### src/rtl/id_decode_queue.sv
// Instruction queue between IF and ID: buffers fetched {pc, inst, exc} tuples,
// pre-decodes control transfers at push time and tracks delay slots.
module id_decode_queue #(
    parameter int DEPTH   = 4,
    parameter int ADDR_W  = 32,
    parameter int DATA_W  = 32,
    parameter int EXC_W   = 32,
    parameter int BR_PAIR = 1
) (
    input  logic                     clk,
    input  logic                     rst,
    input  logic                     flush,
    input  logic                     in_valid,
    output logic                     in_ready,
    input  logic [ADDR_W-1:0]        in_pc,
    input  logic [DATA_W-1:0]        in_inst,
    input  logic [EXC_W-1:0]         in_exc,
    output logic                     out_valid,
    input  logic                     out_ready,
    output logic [ADDR_W-1:0]        out_pc,
    output logic [DATA_W-1:0]        out_inst,
    output logic [EXC_W-1:0]         out_exc,
    output logic                     out_is_branch,
    output logic                     out_delay_slot,
    output logic                     out_br_flag,
    output logic [ADDR_W-1:0]        out_br_addr,
    output logic [$clog2(DEPTH):0]   count
);

    localparam int PTR_W = $clog2(DEPTH);
    localparam int CNT_W = PTR_W + 1;

    localparam logic [5:0] OP_SPECIAL = 6'b000000;
    localparam logic [5:0] OP_REGIMM  = 6'b000001;
    localparam logic [5:0] OP_J       = 6'b000010;
    localparam logic [5:0] OP_JAL     = 6'b000011;
    localparam logic [5:0] OP_BEQ     = 6'b000100;
    localparam logic [5:0] OP_BNE     = 6'b000101;
    localparam logic [5:0] OP_BLEZ    = 6'b000110;
    localparam logic [5:0] OP_BGTZ    = 6'b000111;

    function automatic logic is_ctrl(input logic [DATA_W-1:0] inst);
        logic [5:0] op;
        logic [5:0] funct;
        logic [4:0] rt;
        op    = inst[31:26];
        funct = inst[5:0];
        rt    = inst[20:16];
        case (op)
            OP_SPECIAL: is_ctrl = (funct == 6'b001000) || (funct == 6'b001001);
            OP_REGIMM:  is_ctrl = (rt == 5'b00000) || (rt == 5'b00001) ||
                                  (rt == 5'b10000) || (rt == 5'b10001);
            OP_J, OP_JAL, OP_BEQ, OP_BNE, OP_BLEZ, OP_BGTZ: is_ctrl = 1'b1;
            default:    is_ctrl = 1'b0;
        endcase
    endfunction

    logic [ADDR_W-1:0] pc_mem   [DEPTH];
    logic [DATA_W-1:0] inst_mem [DEPTH];
    logic [EXC_W-1:0]  exc_mem  [DEPTH];
    logic [DEPTH-1:0]  br_mem;
    logic [DEPTH-1:0]  ds_mem;

    logic [PTR_W-1:0] head;
    logic [PTR_W-1:0] tail;
    logic             last_push_branch;

    logic push;
    logic pop;
    logic in_is_branch;
    logic hold;
    logic head_br;
    logic head_j;
    logic [ADDR_W-1:0] head_pc;
    logic [DATA_W-1:0] head_inst;

    assign in_ready     = (count < CNT_W'(DEPTH));
    assign push         = in_valid & in_ready;
    assign pop          = out_valid & out_ready;
    assign in_is_branch = is_ctrl(in_inst);

    // Storage carries no reset; occupancy gating keeps stale contents invisible.
    always_ff @(posedge clk) begin
        if (push && !flush) begin
            pc_mem[tail]   <= in_pc;
            inst_mem[tail] <= in_inst;
            exc_mem[tail]  <= in_exc;
            br_mem[tail]   <= in_is_branch;
            ds_mem[tail]   <= last_push_branch;
        end
    end

    always_ff @(posedge clk or posedge rst) begin
        if (rst) begin
            head             <= '0;
            tail             <= '0;
            count            <= '0;
            last_push_branch <= 1'b0;
        end else if (flush) begin
            head             <= '0;
            tail             <= '0;
            count            <= '0;
            last_push_branch <= 1'b0;
        end else begin
            if (push) begin
                tail             <= tail + PTR_W'(1);
                last_push_branch <= in_is_branch;
            end
            if (pop) begin
                head <= head + PTR_W'(1);
            end
            case ({push, pop})
                2'b10:   count <= count + CNT_W'(1);
                2'b01:   count <= count - CNT_W'(1);
                default: count <= count;
            endcase
        end
    end

    assign head_pc   = pc_mem[head];
    assign head_inst = inst_mem[head];
    assign head_br   = br_mem[head];
    assign head_j    = (head_inst[31:26] == OP_J) || (head_inst[31:26] == OP_JAL);

    // A lone branch waits until its delay-slot instruction has been queued behind it.
    assign hold      = (BR_PAIR != 0) && head_br && (count == CNT_W'(1));
    assign out_valid = (count != '0) && !hold;

    always_comb begin
        out_pc         = '0;
        out_inst       = '0;
        out_exc        = '0;
        out_is_branch  = 1'b0;
        out_delay_slot = 1'b0;
        out_br_flag    = 1'b0;
        out_br_addr    = '0;
        if (out_valid) begin
            out_pc         = head_pc;
            out_inst       = head_inst;
            out_exc        = exc_mem[head];
            out_is_branch  = head_br;
            out_delay_slot = ds_mem[head];
            out_br_flag    = head_j;
            if (head_j) begin
                out_br_addr = {head_pc[ADDR_W-1:28], head_inst[25:0], 2'b00};
            end
        end
    end

endmodule
### config.mk
export PLATFORM = sky130hd
export DESIGN_NAME = id_decode_queue
export DESIGN_NICKNAME = d
export VERILOG_FILES = /design/src/rtl/id_decode_queue.sv
export SDC_FILE = /design/constraint.sdc
export NUM_CORES = 1
export LEC_CHECK = 0
export ABC_CLOCK_PERIOD_IN_PS = 7000
export BUFFER_PORTS_ARGS = -buffer_cell sky130_fd_sc_hd__buf_4
export CAP_MARGIN = 20
export CELL_PAD_IN_SITES_DETAIL_PLACEMENT = 1
export CELL_PAD_IN_SITES_GLOBAL_PLACEMENT = 1
export CORE_ASPECT_RATIO = 0.9
export CORE_MARGIN = 2
export CORE_UTILIZATION = 45
export DETAILED_ROUTE_END_ITERATION = 7
export MAX_ROUTING_LAYER = met4
export PLACE_DENSITY = 0.78
export SYNTH_ARGS = -nofsm -noshare
export SYNTH_HDL_FRONTEND = slang
export SYNTH_SLANG_ARGS = --single-unit
### constraint.sdc
create_clock -name clk -period 7 [get_ports clk]
set_input_delay 1.4 -clock clk [delete_from_list [all_inputs] [get_ports clk]]
set_output_delay 1.4 -clock clk [all_outputs]
set_load 0.01 [all_outputs]
# Word-level counts from Yosys, hierarchy flattened
# Memory sizes are Yosys's and may differ from the RTL's.
# Cells that the tools add are included.
# totals
register_bits	16
ramBits	384
input_bits	101
output_inout_bits	136
word_cells	81
mem_count	3
# op_classes
addsub	4
n_lt_le_gt_ge	4
eq_ne	17
n_mux	27
bitwise	2
reduce_logical	18
# mem_list
name	depth	word_bits	rd	rd_clocked_by_memory_dff	wr	line_no	text
exc_mem	4	32	1	0	1	60	logic [EXC_W-1:0] exc_mem [DEPTH];
inst_mem	4	32	1	0	1	59	logic [DATA_W-1:0] inst_mem [DEPTH];
pc_mem	4	32	1	0	1	58	logic [ADDR_W-1:0] pc_mem [DEPTH];
# op_table
op	n
$mux W32	5
$eq A6 B2 Y1 const B	4
$eq A6 B3 Y1 const B	4
$eq A6 B4 Y1 const B	2
$eq A5 B5 Y1 const B	2
$mux W1	10
$bwmux W4	2
$mux W2	4
$eq A6 B1 Y1 const B	1
$logic_not A6 Y1	1
$lt A2 B3 Y1 const B	2
$pmux W3 S2	1
$reduce_bool A3 Y1	2
$reduce_or A6 Y1	1
$eq A5 B1 Y1 const B	1
$logic_not A5 Y1	1
$logic_or A1 B1 Y1	5
$add A2 B1 Y2 const B	2
$bmux W1 S2	2
$logic_and A1 B1 Y1	4
$reduce_bool A2 Y1	2
$add A3 B1 Y3 const B	1
$eq A3 B1 Y1 const B	1
$lt A3 B3 Y1 const B	1
9 further kinds	11

# Depth between registers and ports, before layout
# depth
depth_word	9
mapped_depth	10
mapped_depth_nobuf	7

# Least setup slack after synthesis
# Ideal clock, no wire load.
# synth_timing
kind	input to register
from	in in_valid
to	reg br_mem[0] (enable)
arrival_ns	4.221
setup_slack_ns	2.311
cell_stages	3
path_buffers	1
cell_sequence	nor2b_1 clkbuf_1 and3_1
# synth_via
elab_chain_len	2
# synth_lines
item	line_no	text
start, declared	13	input logic in_valid,
$and A1 B1 Y1	78	assign push = in_valid & in_ready;
$logic_and A1 B1 Y1	84	if (push && !flush) begin
end signal, assigned by index	88	br_mem[tail] <= in_is_branch;
end, declared	61	logic [DEPTH-1:0] br_mem;
# No other way between the ends.
# A chain may end at the register's enable or synchronous reset.

# Final worst setup path
# layout_timing
from	reg head[1]
to	out out_pc[12]
# layout_via
elab_chain_len	6
# layout_lines
item	line_no	text
start, declared	64	logic [PTR_W-1:0] head;
start signal, assigned	110	head <= head + PTR_W'(1);
$bmux W1 S2	122	assign head_br = br_mem[head];
$mux W1 (not written as such)	122	
$logic_and A1 B1 Y1	126	assign hold = (BR_PAIR != 0) && head_br && (count == CNT_W'(1));
$logic_not A1 Y1	127	assign out_valid = (count != '0) && !hold;
$logic_and A1 B1 Y1	127	
$mux W32 (*)	137	if (out_valid) begin
end, declared	20	output logic [ADDR_W-1:0] out_pc,
# Mark *: on every way between the ends. The rest lies on a longest branch, timed or not. The select of a mux whose other input is x is not followed.

==> run summary <==
The share of total power in sequential cells came out at 0.420. In this run the cell area of the synthesized design comes to 15700 um^2. The congestion estimate from routability-driven global placement came to 0.739. The net count of the finished layout came out at 1102. For this run, the slowest stage of the critical path takes 880 ps. The cell that appears most often on the critical path is sky130_fd_sc_hd__buf_4. The number of global-route vias before repair was 8843; the initial antenna violation count was 1. The final period utilization was 0.768; the number of filler cells placed in the layout was 3059. Internal power summed over all cells: 0.00489 W.

In this run the cell area measured after placement is 17900 um^2. The simple logic cell fraction of the synthesized area is 0.0647, and the worst-margin pin slew is 1000 ps. The library cells used most frequently in the layout, excluding fill and tap cells, are sky130_fd_sc_hd__edfxtp_1 (392), sky130_fd_sc_hd__buf_4 (243), sky130_fd_sc_hd__and2_1 (127). Clock latency on the worst-skew pair, taken at its later pin, is 530 ps. A synthesized cell averages 21.0 um^2. The minimum setup slack after placement is 2020 ps, and the post-route core utilization is 0.564. The number of enable-type register cells in the synthesized netlist came out at 392. Summing over every cut layer, the via total after detailed routing is 7890.

The library cell used most frequently in the layout, excluding fill and tap cells, is sky130_fd_sc_hd__edfxtp_1. The run gives 1488 as the number of non-filler instances in the completed layout. The mean number of vias per cell is 5.30. Among all flip-flop cells after synthesis, the most frequent one is sky130_fd_sc_hd__edfxtp_1. The post-synthesis sequential area ratio is 0.763, and the number of gates resized after CTS is 0. The number of ports placed on the die boundary was 237. Entering global routing, the biggest net connects 69 pins. On the critical path, the stage with the largest delay is an instance of sky130_fd_sc_hd__dfrtp_4. The tools report the total wire length after detailed routing as 34600 um. Traced cell by cell, the critical path runs through mux2_2 -> a221o_1 -> inv_2 -> buf_4 -> and2_1 -> buf_4. Clock skew on the completed layout was measured at 9.96 ps. The clock-pin slew on the worst setup and hold paths was 60 ps; the total number of placement rows was 64. For the clock group share of total power, the log shows 0.315. The number of DRC markers in iteration 0 is 477, and the synthesized instance count is 746. The tools report the maximum clock path buffer count as 3. The worst hold path belongs to the class flop to flop.

The leakage power is 6.66 nW, and the switching fraction of total power is 0.273. The clock tree synthesis step divided the H-tree into 2 levels. The flow ran to the end, and the final reports show no timing, DRC or antenna violations. After synthesis, the largest family of logic cells by area is multiplexers.

The die is 181 um tall. Arrival time of the worst setup path: 3980 ps. The critical path in this run is classified as flop to output port. The starting density of the core came out at 0.459.

For the remaining global-route overflow, the log shows 0. The compound-cell area share of the yosys netlist works out to 0.00901. The tools report the number of clock sinks seen by CTS as 400.

The final hold violation count is 0, and the number of warning messages in the yosys log is 0. Timing-limited maximum frequency: 0.186 GHz. The number of DRC violations after detailed routing was 0. The tools report the nature of the critical path startpoint as a flop. Counting I/O delays and the setup requirement, the final critical path takes 5380 ps. The die boundary width was 201 um; the multiplexer share of the synthesized area was 0.141. Of all nets on the critical path, the largest fanout is 52.

The number of different library cells in the post-synthesis netlist came out at 42. For the final setup violation count, the log shows 0. Cell chosen for the clock root: sky130_fd_sc_hd__clkbuf_16. TritonCTS created 41 clock buffers. The number of buffers added to fix hold violations after cts came out at 0. Fraction of the mapped netlist area in adder cells: 0.00638. The worst setup path is captured at an output port.

The buffers plus inverters on the worst setup path is 3. The first global-routing pass estimated 53700 um of wire. Across the VDD grid, the largest voltage drop is 266 uV. Across all setup checks in the final design, the least slack found is 1620 ps.

The tools report the relative slew slack as 0.331. The fraction of final layout cells sized beyond drive strength 1 is 0.405, and the count of input and output buffers is 234. The cell total after placement came out at 1410.

The synthesis-to-finish area growth was 23.0%; the iteration count of the initial detailed-routing pass was 4. Once detail routing completed, the nets flagged for antenna violations numbered 0. Setup repair after global routing left no endpoint under its margin. The HPWL after detailed placement was 21300 um. Max-cap violations in this run came to 0. The floorplan step defined a die boundary enclosing 36400 um^2. For this design the total switching power over the nets is 0.00184 W. At the worst endpoint, the required time is 5600 ps. The synthesized design contains 400 register bits.

For this design the ratio of total power to cell area is 349 nW/um^2. TritonCTS built the clock tree. Dividing the detail-routed wire length by the instance count gives 23.2 um.

The cell type group with the largest total delay on the critical path was buffers and inverters. The parity-gate share of the synthesized area counting xor and xnor cells is 0.000558, and the final-report max-slew violation count is 0. The total non-filler cell area in the finished layout was 19300 um^2; the final total negative setup slack was 0 ps. The region available for standard cell placement spans 34200 um^2.

The share of synthesized flip-flops with an asynchronous set or reset was 0.0200; the global-route total usage across every layer was 0.201. The logs give 0 for the number of buffers added for setup after CTS and 0.266 for the relative contribution of combinational cells to total power.
## layout make-up
type	instances	area, um^2	area share
Timing Repair Buffer	245	1880	0.0974
Sequential cell	400	12000	0.621
Inverter	10	37.5	0.00195
Tap cell	462	578	0.0300
Clock buffer	47	1100	0.0571
Clock inverter	28	216	0.0112
Antenna cell	1	2.50	0.000130
Multi-Input combinational cell	295	3500	0.181
## per-stage QoR
step | hold slack, ps | total power [W]
6_report | 561 | 0.00673
5_1_grt | 616 | 0.00703
4_1_cts | 575 | 0.00681
3_5_place_dp | 556 | 0.00468
3_3_place_gp | 520 | 0.00464
2_1_floorplan | 476 | 0.00387
## final timing paths
kind / end / depth (start not counted) / from / slack (ps)
worst max-delay path: out_pc[12] / 6 / head[1]$_DFFE_PP0P_ / 1620
worst min-delay path: ds_mem[2]$_DFFE_PP_ / 0 / last_push_branch$_DFFE_PP0P_ / 560
worst max register to register: inst_mem[3][25]$_DFFE_PP_ / 3 / count[2]$_DFFE_PP0P_ / 3710
worst min register to register: ds_mem[2]$_DFFE_PP_ / 0 / last_push_branch$_DFFE_PP0P_ / 560
max in group asynchronous: head[1]$_DFFE_PP0P_ / 2 / rst / 5830
min in group asynchronous: count[2]$_DFFE_PP0P_ / 2 / rst / 860
## worst register-to-register path: stages, from the launching register on
cell and delay [ps]:
sky130_fd_sc_hd__dfrtp_1 480, sky130_fd_sc_hd__nor2b_1 740, sky130_fd_sc_hd__and3_4 950, sky130_fd_sc_hd__buf_4 730
## cells in the mapped netlist, types with 2 or more instances
master                     instances  share of area
sky130_fd_sc_hd__nand2_1           5         0.0012
sky130_fd_sc_hd__buf_2             6         0.0019
sky130_fd_sc_hd__inv_1             9         0.0022
sky130_fd_sc_hd__nor4b_1           2         0.0011
sky130_fd_sc_hd__nand2b_1          2        0.00080
sky130_fd_sc_hd__buf_1             6         0.0014
sky130_fd_sc_hd__mux2_2            2         0.0014
sky130_fd_sc_hd__buf_4             2        0.00096
sky130_fd_sc_hd__nand4_1           2        0.00080
sky130_fd_sc_hd__o211ai_1          3         0.0014
sky130_fd_sc_hd__a211oi_1          2        0.00096
sky130_fd_sc_hd__buf_6             4         0.0029
sky130_fd_sc_hd__nor2b_1           4         0.0016
sky130_fd_sc_hd__clkbuf_1         24         0.0057
sky130_fd_sc_hd__dfrtp_1           8          0.013
sky130_fd_sc_hd__mux4_2           96           0.14
sky130_fd_sc_hd__ha_1              8         0.0064
sky130_fd_sc_hd__and2_1          127          0.051
sky130_fd_sc_hd__a21oi_1           3        0.00096
sky130_fd_sc_hd__nor3_1            5         0.0016
sky130_fd_sc_hd__edfxtp_1        392           0.75
sky130_fd_sc_hd__a22oi_1           2        0.00096
sky130_fd_sc_hd__and3_1            4         0.0016
sky130_fd_sc_hd__nand3_1           2        0.00064
sky130_fd_sc_hd__nor2_1            9         0.0022
## flip-flops by register name, summed over array words and instances (netlist names)
signal and flops:
ds_mem 4, br_mem 4, count 3, exc_mem 128, inst_mem 128, last_push_branch 1, tail 2, pc_mem 128
head 2
## cells by family (layout without fill, tap and decap cells)
group / count (synthesis) / count (layout)
DFF: 400 / 400
and+or+nand+nor: 167 / 167
muxes: 100 / 100
buffers and inverters: 52 / 330
AOI/OAI and AO/OA: 17 / 17
adders and majority gates: 8 / 8
other: 1 / 3
xor gates and xnor gates: 1 / 1
## power by group through the flow
stage | Sequential (W) | Clock [W] | Combinational (W)
finish | 0.00282 | 0.00212 | 0.00179
CTS | 0.00288 | 0.00216 | 0.00177
floorplan | 0.00285 | 0 | 0.00103
detailed placement | 0.00293 | 0 | 0.00175
global route | 0.00284 | 0.00225 | 0.00195
global placement | 0.00292 | 0 | 0.00172
## routing by layer
layer  vias up  track usage  share of wire
li1       3485            -              -
met1      4119        0.249           0.41
met2       237        0.334           0.51
met3        49       0.0505          0.062
met4         0       0.0480          0.018
met5         -            -              0
Note: power is estimated with default switching activity, not from simulation.
